<file path="src/rtl/branch_resolve.sv">
// branch_resolve: resolves BEQ/BNE/JMP, issues a one-cycle PC redirect and a
// FLUSH_CYCLES-long flush strobe, and keeps a saturating taken-branch count.
module branch_resolve #(
  parameter int ADDRSIZE = 16,
  parameter int FLUSH_CYCLES = 2,
  parameter int CNT_W = 16
) (
  input  logic                clk,
  input  logic                reset_n,
  input  logic                br_valid,
  output logic                br_ready,
  input  logic [1:0]          br_op,
  input  logic                eq,
  input  logic [ADDRSIZE-1:0] pc,
  input  logic [ADDRSIZE-1:0] offset,
  output logic                redirect_valid,
  output logic [ADDRSIZE-1:0] redirect_pc,
  output logic                flush,
  output logic                illegal_op,
  output logic [CNT_W-1:0]    taken_count
);
  typedef enum logic {IDLE, FLUSH} state_t;
  localparam logic [3:0] FLUSH_LD = 4'(FLUSH_CYCLES - 1);
  state_t state, state_nx;
  logic [3:0] cnt;
  logic acc, taken;
  // flush and ready come straight from the state so reset drops them asynchronously
  assign br_ready = state == IDLE;
  assign flush = state == FLUSH;
  assign acc = br_valid & br_ready;
  always_comb taken = br_op == 2'b00 ? eq : br_op == 2'b01 ? !eq : br_op == 2'b10;
  always_comb begin
    state_nx = state;
    if (state == IDLE && acc && taken) state_nx = FLUSH;
    if (state == FLUSH && cnt == 4'd0) state_nx = IDLE;
  end
  always_ff @(posedge clk or negedge reset_n)
    if (!reset_n) state <= IDLE;
    else state <= state_nx;
  always_ff @(posedge clk or negedge reset_n) begin
    if (!reset_n) begin
      cnt <= '0;
      redirect_valid <= 1'b0;
      redirect_pc <= '0;
      illegal_op <= 1'b0;
      taken_count <= '0;
    end else begin
      redirect_valid <= acc && taken;
      illegal_op <= acc && br_op == 2'b11;
      if (acc && taken) begin
        redirect_pc <= pc + offset;
        cnt <= FLUSH_LD;
        if (!(&taken_count)) taken_count <= taken_count + 1'b1;
      end else if (flush && cnt != 4'd0) cnt <= cnt - 4'd1;
    end
  end
endmodule

</file>
<file path="config.mk">
export PLATFORM = sky130hd
export DESIGN_NAME = branch_resolve
export DESIGN_NICKNAME = d
export VERILOG_FILES = /design/src/rtl/branch_resolve.sv
export SDC_FILE = /design/constraint.sdc
export NUM_CORES = 1
export LEC_CHECK = 0
export ABC_AREA = 1
export ABC_CLOCK_PERIOD_IN_PS = 1700
export CAP_MARGIN = 10
export CORE_MARGIN = 8
export CORE_UTILIZATION = 45
export DETAILED_ROUTE_END_ITERATION = 8
export PLACE_DENSITY = 0.78
export SLEW_MARGIN = 20
export SYNTH_ARGS = -nofsm -noshare
export SYNTH_HDL_FRONTEND = slang
export SYNTH_SLANG_ARGS = --single-unit
</file>
<file path="constraint.sdc">
create_clock -name clk -period 1.7 [get_ports clk]
set_clock_uncertainty 0.1 [all_clocks]
set_input_delay 0.17 -clock clk [delete_from_list [all_inputs] [get_ports clk]]
set_output_delay 0.17 -clock clk [all_outputs]
set_load 0.1 [all_outputs]
</file>
==> impl_metrics.ini <==
[yosys]
ys_seq_elements = 39
arithmetic_cell_share_of_the_synthesized_area_counting_full_adders_half_adders_and_majority_gates_pct = 8.256
ys_async_sr_fraction_pct = 100.0
post-synth-top-count-cell = sky130_fd_sc_hd__nand2_1
synth_simple_gate_area_share_pct = 37.82
post_synth_most_frequent_cells = sky130_fd_sc_hd__nand2_1 (146), sky130_fd_sc_hd__inv_1 (51), sky130_fd_sc_hd__dfrtp_1 (39)
post_synth_main_area_contributors = sky130_fd_sc_hd__dfrtp_1 (35%), sky130_fd_sc_hd__nand2_1 (19%), sky130_fd_sc_hd__ha_1 (7.5%)
synth_warnings = 0
synth_top_area_share_pct = 34.62
postSynthCellCount = 396
synth_enable_flop_cells = 0
yosys-mux-area-fraction_pct = 0
synth_top_family_by_area = simple AND/OR/NAND/NOR gates
synth_cell_types = 33
ys.flop_type = sky130_fd_sc_hd__dfrtp_1
share_of_the_synthesized_area_in_compound_gates_ao_oa_aoi_oai_pct = 5.548
postSynthAreaPerCell_sq_um = 7.119
synth.largest_area_cell = sky130_fd_sc_hd__dfrtp_1
synth_area_sq_um = 2819
yosys.area_share.xor_xnor_pct = 4.350
synthesis.nets = 452
seq_area_frac_synth_pct = 34.62

[critical_path]
critPathLaunchType = input pin
timing.setup.critical_path_class = input pin to flop
critPathLaunch = pc[1]
crit_fanout = 4
worstPathRequired_ns = 1.79
critical_path.endpoint_type = flop
reg2reg_from = taken_count[0]
timing.critical_path.arrival_ns = 1.74

[drt]
route.detailed.vias_per_inst = 5.096
post_route_wl_um = 8070
vias = 2966
antenna_violating_nets_post_route = 0
route.detailed.drc = 0
drt_iter0_markers = 124
wl_per_cell_um = 13.87
detailedRoute.firstPassIterationCount = 5

[pwr]
p_seq_share_pct = 22.9
p_int_uw = 3623
power.ir.vdd_worst_uv = 1423
comb_power_share_pct = 69.5
cellLeakagePower_uw = 0.002222
net_switching_uw = 4390
switching_share_pct = 54.78
powerDensity_nw_per_um2 = 1771
clock_power_share_pct = 7.6

[clocking]
numClockSinks = 39
clk_transition_reported_paths_ns = 0.07
tritoncts = done
cts_max_path_buffers = 2
cts-htree-levels = 2
cts-root-buf = sky130_fd_sc_hd__clkbuf_8
cts_made_buffers = 5
clk_latency_ns = 0.29

[layout]
multi_input_gate_area_sq_um = 1732
sequential_cell_area_sq_um = 1010
num-nets-final = 560
finalInstanceArea_sq_um = 4524
antenna_cells = 0
flow.area_growth_from_synthesis_pct = 60.50
num-fill-cells = 432
drive_above_1_share_pct = 28.71

[die]
core_area_sq_um = 6205
initial_utilization_pct = 45.43
die_w_um = 95.15
boundaryPins = 74
floorplan.die.height_um = 95.15
placement_rows = 29
die-area_sq_um = 9053

[timing]
final.period_utilization_pct = 97.22
max_slew.worst_pin.slew_ns = 0.4900
finalWorstPathRequiredPeriod_ns = 1.653
slew_violations = 0
layout_setup_ws_ns = 0.04725
finalSetupViolations = 0
maxSlewHeadroom_pct = 67.34
report.final.hold_viol_count = 0
max_freq_ghz = 0.6051

[global_route]
grt_max_degree = 40
grt_use_total_pct = 17.63
via_count_of_the_first_global_routing_pass = 3004
initial_antenna_violation_count = 0
grt_pass1_wl_um = 12990
grt_overflow_total = 0

[place]
postPlaceCellArea_sq_um = 4244
hpwl_um = 5947
buffer_ports.inserted = 73
place_congestion = 0.9372
setup_ws_pre_cts_ns = -0.4185

[hold_path]
hp-start = pc[0]
worstHoldPathType = input pin to flop

[job]
timing.max_cap.violations = 0

[run_status]
result_of_the_run = completed
==> final timing paths <==
path	to	cells after the start	slack [ns]
min in group asynchronous	illegal_op	3	0.35
hold reg to reg	cnt[0]	2	0.44
setup / recovery	redirect_pc[5]	9	0.05
hold / removal	redirect_pc[0]	4	0.18
setup reg to reg	taken_count[15]	8	0.09
max in group asynchronous	taken_count[7]	3	0.76
==> metal layers <==
layer	global-route usage (%)	vias to the layer above	part of all wire, %
met4	8.453	0	3.2
met3	2.441	23	5.3
met1	18.93	1378	39
li1	-	1458	-
met2	33.03	107	53
met5	0	-	0
==> area by class of cell <==
type / instances / area share [%]
clock buffer: 7 / 1.687
clock inverter: 1 / 0.1106
inverter: 57 / 5.227
multi-input combinational: 294 / 38.27
sequential: 39 / 22.32
tap: 77 / 2.129
timing repair buffer: 107 / 30.25
==> critical path, cell delays in order <==
cell and delay [ns]:
sky130_fd_sc_hd__clkdlybuf4s50_1 0.51, sky130_fd_sc_hd__ha_1 0.25, sky130_fd_sc_hd__nand2_1 0.06, sky130_fd_sc_hd__nand2_1 0.09
sky130_fd_sc_hd__nand3b_1 0.12, sky130_fd_sc_hd__nand2_1 0.14, sky130_fd_sc_hd__or2_0 0.25, sky130_fd_sc_hd__nand3_1 0.09
sky130_fd_sc_hd__nand2_1 0.05
==> through the flow <==
stage / util [%] / total power (uW) / cells / setup TNS, ns / hold WS [ns]
3_5_place_dp: 68.40 / 7325 / 567 / -4.436 / 0.1516
4_1_cts: 70.64 / 7965 / 581 / 0 / 0.3739
3_3_place_gp: 68.40 / 7228 / 567 / -3.043 / 0.1510
6_report: 72.92 / 8014 / 582 / 0 / 0.1753
2_1_floorplan: - / 5176 / 396 / -1.652 / -0.2256
5_1_grt: 72.92 / 8344 / 582 / -0.1158 / 0.1782
==> cells in the final DEF (no fill, tap or decap), types with 10 or more instances in the layout <==
cell type	instances
sky130_fd_sc_hd__buf_12	37
sky130_fd_sc_hd__buf_4	32
sky130_fd_sc_hd__clkdlybuf4s50_1	31
sky130_fd_sc_hd__dfrtp_1	22
sky130_fd_sc_hd__dfrtp_2	12
sky130_fd_sc_hd__inv_1	51
sky130_fd_sc_hd__nand2_1	140
sky130_fd_sc_hd__nand2_2	11
sky130_fd_sc_hd__nand3_1	28
sky130_fd_sc_hd__nor2_1	21
sky130_fd_sc_hd__nor3_1	10
sky130_fd_sc_hd__xor2_1	10
==> kinds of logic (layout without fill, tap and decap cells) <==
| family | count (synthesis) | after routing |
|---|---|---|
| and+or+nand+nor | 237 | 237 |
| buffers and inverters | 63 | 172 |
| DFF | 39 | 39 |
| AOI/OAI and AO/OA | 25 | 25 |
| adders and majority gates | 18 | 18 |
| xor gates and xnor gates | 14 | 14 |
==> flip-flops by register name, indices dropped and copies added (netlist names) <==
register	count
taken_count	16
cnt	4
flush	1
redirect_valid	1
illegal_op	1
redirect_pc	16
==> power by group through the flow <==
stage / clock, uW / sequential (uW) / combinational (uW)
after floorplan: 0 / 4020 / 1150
after global placement: 0 / 1830 / 5400
after detailed placement: 0 / 1860 / 5470
after CTS: 618 / 1840 / 5500
after global routing: 645 / 1890 / 5810
final: 606 / 1830 / 5570
==> repair_timing <==
action | CTS | global route
pin swaps | 2 | 10
hold endpoints to repair | 39 | 0
setup endpoints to repair | 5 | 26
hold buffers | 1 | 0
resized for setup | 4 | 24
setup buffers | 5 | 1
No activity file was read; power rests on OpenSTA's default activity.
